--- src/rtl/bcd2bin_16.sv ---
// bcd2bin_16: sequential 4-digit BCD to binary converter (reverse double-dabble)
// with start/busy/done handshake and invalid-digit flag.
module bcd2bin_16 #(
   parameter int DIGITS = 4,
   parameter int OUT_W  = 14
) (
   input  logic                  clk,
   input  logic                  rst_n,
   input  logic                  start,
   input  logic [4*DIGITS-1:0]   bcd_in,
   output logic                  busy,
   output logic                  done,
   output logic [OUT_W-1:0]      bin_out,
   output logic                  err
);
   localparam int W  = 4*DIGITS + OUT_W;
   localparam int CW = $clog2(OUT_W);
   typedef enum logic [1:0] {IDLE, CONV, DONE} state_t;
   state_t           state_q;
   logic [W-1:0]     sr_q, sr_d;
   logic [CW-1:0]    cnt_q;
   logic             inv_q, busy_q, done_q, err_q, bad;
   logic [OUT_W-1:0] bin_q;
   always_comb begin
      bad = 1'b0;
      for (int i = 0; i < DIGITS; i++) bad = bad | (bcd_in[4*i +: 4] > 4'd9);
   end
   // correction acts on the already-shifted nibbles within the same cycle
   always_comb begin
      sr_d = sr_q >> 1;
      for (int i = 0; i < DIGITS; i++)
         sr_d[OUT_W+4*i +: 4] = (sr_d[OUT_W+4*i +: 4] >= 4'd8) ? sr_d[OUT_W+4*i +: 4] - 4'd3 : sr_d[OUT_W+4*i +: 4];
   end
   always_ff @(posedge clk or negedge rst_n) begin
      if (!rst_n) begin
         state_q <= IDLE;
         sr_q    <= '0;
         cnt_q   <= '0;
         inv_q   <= 1'b0;
         busy_q  <= 1'b0;
         done_q  <= 1'b0;
         err_q   <= 1'b0;
         bin_q   <= '0;
      end else begin
         done_q <= 1'b0;
         case (state_q)
            IDLE: if (start) begin
               inv_q   <= bad;
               sr_q    <= {bcd_in, {OUT_W{1'b0}}};
               cnt_q   <= '0;
               busy_q  <= 1'b1;
               state_q <= bad ? DONE : CONV;
            end
            CONV: begin
               sr_q  <= sr_d;
               cnt_q <= cnt_q + 1'b1;
               if (cnt_q == CW'(OUT_W-1)) state_q <= DONE;
            end
            DONE: begin
               done_q  <= 1'b1;
               err_q   <= inv_q;
               bin_q   <= inv_q ? '0 : sr_q[OUT_W-1:0];
               busy_q  <= 1'b0;
               state_q <= IDLE;
            end
            default: state_q <= IDLE;
         endcase
      end
   end
   assign busy    = busy_q;
   assign done    = done_q;
   assign bin_out = bin_q;
   assign err     = err_q;
endmodule

--- config.mk ---
export PLATFORM = sky130hd
export DESIGN_NAME = bcd2bin_16
export DESIGN_NICKNAME = d
export VERILOG_FILES = /design/src/rtl/bcd2bin_16.sv
export SDC_FILE = /design/constraint.sdc
export NUM_CORES = 1
export LEC_CHECK = 0
export CORE_MARGIN = 2
export CORE_UTILIZATION = 54
export CTS_CLUSTER_DIAMETER = 60
export CTS_CLUSTER_SIZE = 14
export DETAILED_ROUTE_END_ITERATION = 8
export PLACE_DENSITY = 0.79
export SLEW_MARGIN = 20
export SYNTH_ARGS = -nofsm -noshare
export SYNTH_HDL_FRONTEND = slang
export SYNTH_SLANG_ARGS = --single-unit
export TNS_END_PERCENT = 1
--- constraint.sdc ---
create_clock -name clk -period 1.45 [get_ports clk]
set_input_delay 0.29 -clock clk [delete_from_list [all_inputs] [get_ports clk]]
set_output_delay 0.29 -clock clk [all_outputs]
set_load 0.1 [all_outputs]
[Yosys cells after proc, flatten, opt, wreduce, memory -nomap -nowiden]
Cells that the tools add are included.
Operators by class
  add/sub/neg operators: 5
  multipliers: 0
  divide/modulo/power cells: 0
  magnitude comparators: 8
  eq/ne operators: 5
  shift-type cells: 0
  muxes and demuxes: 16
  bitwise gates (word level): 3
  reduce and logical (&&, ||, !) cells: 7
Operators by type and width (count)
  case mux 30 bit (2 select lines): 1
  2-to-1 mux 30 bit: 1
  2-to-1 mux 4 bit: 5
  greater-than comparator 4 bit (second input constant): 4
  2-to-1 mux 14 bit: 1
  greater-or-equal comparator 4 bit (second input constant): 3
  subtractor 4 x 2 -> 4 bit (second input constant): 3
  case mux 4 bit (2 select lines): 1
  AND reduction 2 bit: 4
  2-to-1 mux 2 bit: 3
  adder 4 x 1 -> 4 bit (second input constant): 1
  equality test 4 bit (second input constant): 1
  greater-or-equal comparator 3 x 4 -> 1 bit (second input constant): 1
  != test 2 bit (second input constant): 2
  case mux 2 bit (2 select lines): 1
  nonzero test 2 bit: 2
  subtractor 3 x 2 -> 4 bit (second input constant): 1
  OR 1 bit: 3
  equality test 2 x 1 -> 1 bit (second input constant): 1
  equality test 2 bit (second input constant): 1
  logical NOT 2 bit: 1
  2-to-1 mux 1 bit: 2
  case mux 1 bit (2 select lines): 1
Word-level totals
  register bits: 54
  bits in latches: 0
  memory bits (writable): 0
  bits in read-only memories: 0
  input port bits: 19
  output and inout port bits: 17
  logic and storage cells: 52
  memories kept: 0

[Depth between registers and ports, before layout]
Gate-level depths: netlist of run 1.
  depth after elaboration: 7
  depth in mapped cells: 6
  gate-level depth less buffers: 6

[Least setup slack after synthesis of run 1]
Ideal clock, no wire load.
  path kind: flip-flop to flip-flop
  from: register state_q[1]
  to: register inv_q
  library setup time: 0.125 ns
  arrival: 1.187 ns
  setup slack: 0.138 ns
  stages on the path, launching flop included: 7
  clock period less this slack: 1.312 ns
  cells stage by stage: dfrtp_1 > buf_6 > inv_4 > nand2_2 > buf_6 > nor2_1 > mux2_2
Between the ends
  word-level cells in the longest chain between the ends: 2
RTL lines
  start, declared: line 19  | state_t state_q;
  start signal, assigned: line 52  | state_q <= bad ? DONE : CONV;
  logical NOT 2 bit: line 46  | case (state_q)
  AND reduction 2 bit (no source line)
  end signal, assigned: line 39  | inv_q <= 1'b0;
  end signal, assigned: line 48  | inv_q <= bad;
  end, declared: line 22  | logic inv_q, busy_q, done_q, err_q, bad;
No other way between the ends.
A chain may end at the register's enable or synchronous reset.

[Final worst setup path of run 1]
  from: register sr_q[19]
  to: register sr_q[20]
Between the ends
  word-level cells in the longest chain between the ends: 3
  elaborated cells on any way between the ends: 4
RTL lines
  start, declared: line 20  | logic [W-1:0] sr_q, sr_d;
  start signal, assigned: line 49  | sr_q <= {bcd_in, {OUT_W{1'b0}}};
  start signal, assigned: line 55  | sr_q <= sr_d;
  subtractor 4 x 2 -> 4 bit / greater-or-equal comparator 4 bit (equally long branches): line 32  | sr_d[OUT_W+4*i +: 4] = (sr_d[OUT_W+4*i +: 4] >= 4'd8) ? sr_d[OUT_W+4*i +: 4] - 4'd3 : sr_d[OUT_W+4*i +: 4];
  2-to-1 mux 4 bit (*): line 32
  case mux 30 bit (2 select lines) (*): line 46
Every way passes the cells marked *; elsewhere a longest branch is shown, timed or not.

==> impl_metrics.toml, run 1 <==
[run_status]
status = "completed"

[global_route]
grt_max_degree = 29
grt_use_total_pct = 21.38
overflow = 0
grt_pass1_wl_mm = 8.714
antenna_found_initial = 0
grt_pass1_vias = 1893

[cells_and_area]
multi_input_area_um2 = 1070
nFillCells = 327
seq_area_um2 = 1351
layout_common_cells = "54 x dfrtp_1, 30 x o21ai_0, 27 x nand2_1, 22 x buf_4, 19 x buf_12"
layout_commonest_cell = "dfrtp_1"
synthToLayoutAreaGrowth_pct = 32.39
layout.nets = 326
drive_above_1_share_pct = 19.33
diodes = 0
finalInstanceArea_um2 = 3381

[run]
drv_cap = 0

[clock_network]
cts_buffers = 5
cts_root_buf = "clkbuf_8"
cts_tree = "done"
clk_pin_slew_ns = 0.10
htree_num_levels = 2
cts_setup_buffers = 0
cts_resized = 0
clock-sinks = 54
clockBufferDepth = 2
clock_latency_ns = 0.30

[synthesis]
yosysSeqAreaShare_pct = 52.92
syn_area_um2 = 2554
synth_cell_type_count = 33
synthCells = 246
avgSynthCellArea_um2 = 10.38
ys_seq_elements = 54
syn_nets = 273
yosys_warnings = 0

[timing]
setup_viol = 0
final.setup_skew_ns = 0.006224
rsz0062_at_grt = "no"
hold_viol_final = 0
fmax_mhz = 770.9
min_period_over_period_pct = 89.46
tightest_slew_ns = 0.4652
timing.final.ws_setup_ns = 0.1529
hold_ws_ns = 0.4621
slew_headroom_pct = 68.98
slew_violations = 0
min_period_ns = 1.297

[min_path]
hold_path.class = "in2async"

[worst_setup_path]
cp-startpoint = "sr_q[19]$_DFFE_PN0P_"
required_ns = 1.67
worstSetupStartpointType = "register"
crit_fanout = 6
r2r-end = "sr_q[20]$_DFFE_PN0P_"
worstSetupPathType = "reg2reg"
worstPathArrival_ns = 1.52
setup.worst_path.end_class = "register"
r2r_start = "sr_q[19]$_DFFE_PN0P_"
ff2ff_path_depth = 5
r2r_slack_ns = 0.15

[place]
gp_congestion = 0.8859
place_hpwl_mm = 3.711
portBuffers = 35
pre_cts_slack_ns = -0.1613
placed_area_um2 = 3261

[pwr]
vdd_drop_max_mv = 0.7446
power_per_cell_area_nw_per_um2 = 1473
power.total_mw = 4.981
leakage_nw = 1.505

[die]
rows = 25
fp.dieW_um = 72.77
initial_core_util_pct = 55.16
dieArea_um2 = 5295
io_pins = 36
die_height_um = 72.77
core_region_area_um2 = 4629

[route]
ant_nets = 0
avgViaCountPerCell = 5.619
wire_per_inst_um = 14.36
drt_iter0_markers = 110
routed_wl_mm = 5.083
firstDrtPassIters = 4
via_count = 1989
drc_errors = 0
==> per-stage QoR <==
stage | utilization (%) | setup TNS (ns) | instances
final | 73.03 | 0 | 354
after global routing | 73.03 | 0 | 354
after floorplan | - | 0 | 246
after CTS | 73.03 | 0 | 354
after detailed placement | 70.43 | -1.238 | 345
after global placement | 70.43 | -0.7007 | 345
==> cell usage after synthesis <==
cell type	count	area, µm²
and3_1	1	6.260
a21oi_1	11	55.05
nand2b_1	16	100.1
o32ai_1	1	8.760
o22ai_1	16	100.1
nand3_1	2	10.01
a32oi_1	1	8.760
inv_2	1	3.750
buf_4	1	7.510
o21ai_2	1	8.760
o221a_1	1	11.26
ha_1	8	100.1
nand2_1	27	101.4
nor3_1	1	5.000
clkbuf_1	3	11.26
dfrtp_1	54	1351
mux2_2	2	22.52
mux2i_1	6	60.06
nand2_2	1	6.260
inv_4	1	6.260
o221a_2	2	22.52
xnor2_1	3	26.28
xor2_1	3	26.28
o21ai_0	30	150.1
inv_1	11	41.29
nor2_1	6	22.52
a22o_1	17	148.9
nor2b_1	4	25.02
o22a_1	3	26.28
nor2_4	1	11.26
nand4_1	1	6.260
buf_6	2	22.52
buf_2	8	40.04
==> where the power goes <==
part / total [mW] / switching (mW) / internal (mW)
logic: 1.77 / 0.935 / 0.832
registers: 2.21 / 0.410 / 1.80
clock network: 1.00 / 0.484 / 0.516
total: 4.98 / 1.83 / 3.15
==> flip-flops by register name, indices dropped and copies added, names as in the netlist <==
name / count
inv_q: 1
state_q: 2
cnt_q: 4
done: 1
err: 1
sr_q: 30
busy: 1
bin_out: 14
==> layer usage <==
layer | share of wire [%] | GRT usage, % | vias up
met2 | 49 | 35.25 | 61
li1 | - | - | 967
met1 | 45 | 28.44 | 951
met4 | 1.8 | 7.407 | 0
met3 | 4.2 | 4.144 | 10
met5 | 0 | 0 | -
==> timing repair <==
action / CTS / global route
setup endpoints to repair: 0 / 0
hold buffers: 1 / 0
endpoints found under the hold margin: 17 / 0
==> final cells by class <==
class	instances	area share, %
Clock buffer	6	2.147
Clock inverter	2	1.110
Sequential cell	54	39.97
Multi-Input combinational cell	165	31.64
Timing Repair Buffer	60	21.61
Inverter	13	1.517
Tap cell	54	1.999
==> how the worst max path moves through the flow <==
stage,endpoint,cells after the start,slack (ns)
floorplan,inv_q$_DFFE_PN0P_,6,0.14
global placement,inv_q$_DFFE_PN0P_,4,-0.14
detailed placement,inv_q$_DFFE_PN0P_,4,-0.16
CTS,sr_q[20]$_DFFE_PN0P_,5,0.15
global route,sr_q[20]$_DFFE_PN0P_,5,0.03
finish,sr_q[20]$_DFFE_PN0P_,5,0.15
==> cells by family after synthesis <==
logic type / Yosys count / share of synthesized area [%]
simple gates: 60 / 11.51
compound gates: 83 / 21.17
flops: 54 / 52.92
fa+ha+maj: 8 / 3.920
xor+xnor: 6 / 2.058
buf+inv: 27 / 5.194
mux: 8 / 3.234
==> worst max-delay path: stages (launching register included) <==
cell,delay [ns]
dfrtp_1,0.46
ha_1,0.21
nand2b_1,0.14
xnor2_1,0.15
mux2i_1,0.08
o21ai_0,0.17
(Power assumes the default switching activity.)
==> run 2: changes to the inputs <==
Settings changed: CELL_PAD_IN_SITES_DETAIL_PLACEMENT set to 0, CELL_PAD_IN_SITES_GLOBAL_PLACEMENT set to 1, CORE_UTILIZATION 54 to 42, PLACE_DENSITY 0.79 to unset, PLACE_DENSITY_LB_ADDON set to 0.1.
==> impl_metrics.toml, run 2 (synthesized netlist as in run 1, its figures left out) <==
[run]
drv_cap = 0

[clock_network]
clk_pin_slew_ns = 0.09
clock_latency_ns = 0.30
htree_num_levels = 2
cts_resized = 0
cts_root_buf = "clkbuf_8"
clockBufferDepth = 2
cts_buffers = 5
cts_tree = "done"
clock-sinks = 54

[place]
place_hpwl_mm = 3.845
gp_congestion = 0.8163
placed_cells = 371
portBuffers = 35

[timing]
min_period_ns = 1.344
slew_violations = 0
rsz0062_at_grt = "no"
tightest_slew_ns = 0.4101
setup_viol = 0
fmax_mhz = 744.2
final.setup_skew_ns = 0.003595
hold_viol_final = 0
min_period_over_period_pct = 92.67
slew_headroom_pct = 72.66
tns_ns = 0

[worst_setup_path]
cp_top_family = "buffers and inverters"
worstSetupPathType = "in2reg"
cp_slowest_stage_delay_ns = 0.42
crit_fanout = 3
worstSetupStartpointType = "input port"
worstPathArrival_ns = 1.54
setup.worst_path.end_class = "register"
path_buf_inv = 1
path_cells = "clkdlybuf4s50_1, o21ai_0, nand4_1, mux2_2"
cpMaxStageDelayCell = "clkdlybuf4s50_1"
required_ns = 1.64

[pwr]
vdd_drop_max_mv = 0.7256
power_per_cell_area_nw_per_um2 = 1463
leakage_nw = 1.534

[cells_and_area]
layout_common_cells = "54 x dfrtp_1, 30 x o21ai_0, 27 x nand2_1, 26 x buf_4, 20 x buf_12"
diodes = 0
drive_above_1_share_pct = 20.66
top_register = "sr_q"
largest_register_ffs = 30
layout.nets = 331
synthToLayoutAreaGrowth_pct = 35.37
multi_input_area_um2 = 1070
nFillCells = 531
seq_area_um2 = 1351
final_cells = 380
layout_commonest_cell = "dfrtp_1"

[global_route]
grt_pass1_wl_mm = 9.218
overflow = 0
grt_use_total_pct = 18.13
antenna_found_initial = 0
grt_max_degree = 55
grt_pass1_vias = 1902

[die]
io_pins = 36
rows = 28
core_region_area_um2 = 5886
die_height_um = 81.98
fp.dieW_um = 81.98
dieArea_um2 = 6720
initial_core_util_pct = 43.39

[route]
firstDrtPassIters = 4
wire_per_inst_um = 14.39
via_count = 1972
avgViaCountPerCell = 5.189
ant_nets = 0
drc_errors = 0
routed_wl_mm = 5.467
drt_iter0_markers = 112

[min_path]
hold_path.class = "reg2reg"

[run_status]
status = "completed"
run 2: layout make-up:
type / count / share of cell area [%]
Sequential cell: 54 / 39.09
Inverter: 13 / 1.484
Timing Repair Buffer: 65 / 22.58
Clock buffer: 6 / 2.099
Clock inverter: 2 / 1.086
Tap cell: 75 / 2.714
Multi-Input combinational cell: 165 / 30.94
run 2: path summary, 6_finish.rpt:
check,endpoint,depth (start not counted),start,slack (ns)
worst max-delay path,inv_q$_DFFE_PN0P_,4,bcd_in[9],0.11
worst min-delay path,sr_q[27]$_DFFE_PN0P_,2,sr_q[27]$_DFFE_PN0P_,0.49
worst max register to register,inv_q$_DFFE_PN0P_,4,state_q[1]$_DFFE_PN0P_,0.11
worst min register to register,sr_q[27]$_DFFE_PN0P_,2,sr_q[27]$_DFFE_PN0P_,0.49
max in group asynchronous,sr_q[29]$_DFFE_PN0P_,3,rst_n,0.70
min in group asynchronous,bin_out[0]$_DFFE_PN0P_,3,rst_n,0.51
run 2: where the power goes:
part	switching (mW)	internal [mW]
clock	0.486	0.516
combinational	0.969	0.883
sequential	0.399	1.80
run 2: tightest hold or removal path, stage by stage (launching register included):
cell,delay [ns]
dfrtp_1,0.35
nand2_1,0.05
o21ai_0,0.06
run 2: metrics by stage:
step / utilization [%] / power (mW) / setup WS, ns / cell area, µm² / hold slack [ns]
after global placement: 56.70 / 4.049 / -0.2135 / 3337 / 0.3119
after detailed placement: 56.70 / 4.093 / -0.2033 / 3337 / 0.3110
after CTS: 58.74 / 5.109 / 0.1027 / 3457 / 0.4947
after floorplan: - / 3.395 / 0.1381 / 2554 / -0.005591
after global routing: 58.74 / 5.417 / 0.01675 / 3457 / 0.5300
final: 58.74 / 5.057 / 0.1063 / 3457 / 0.4858
run 2: per-layer routing:
layer	routed length, µm	track usage (%)	up-vias
met4	70	6.500	0
met3	131	2.308	5
met1	2570	24.77	952
met2	2694	29.59	34
met5	0	0	-
li1	-	-	981
run 2: what timing repair did:
item / in CTS / in global routing
endpoints found under the hold margin: 54 / 0
buffers inserted: 0 / 0
hold buffers: 1 / 0
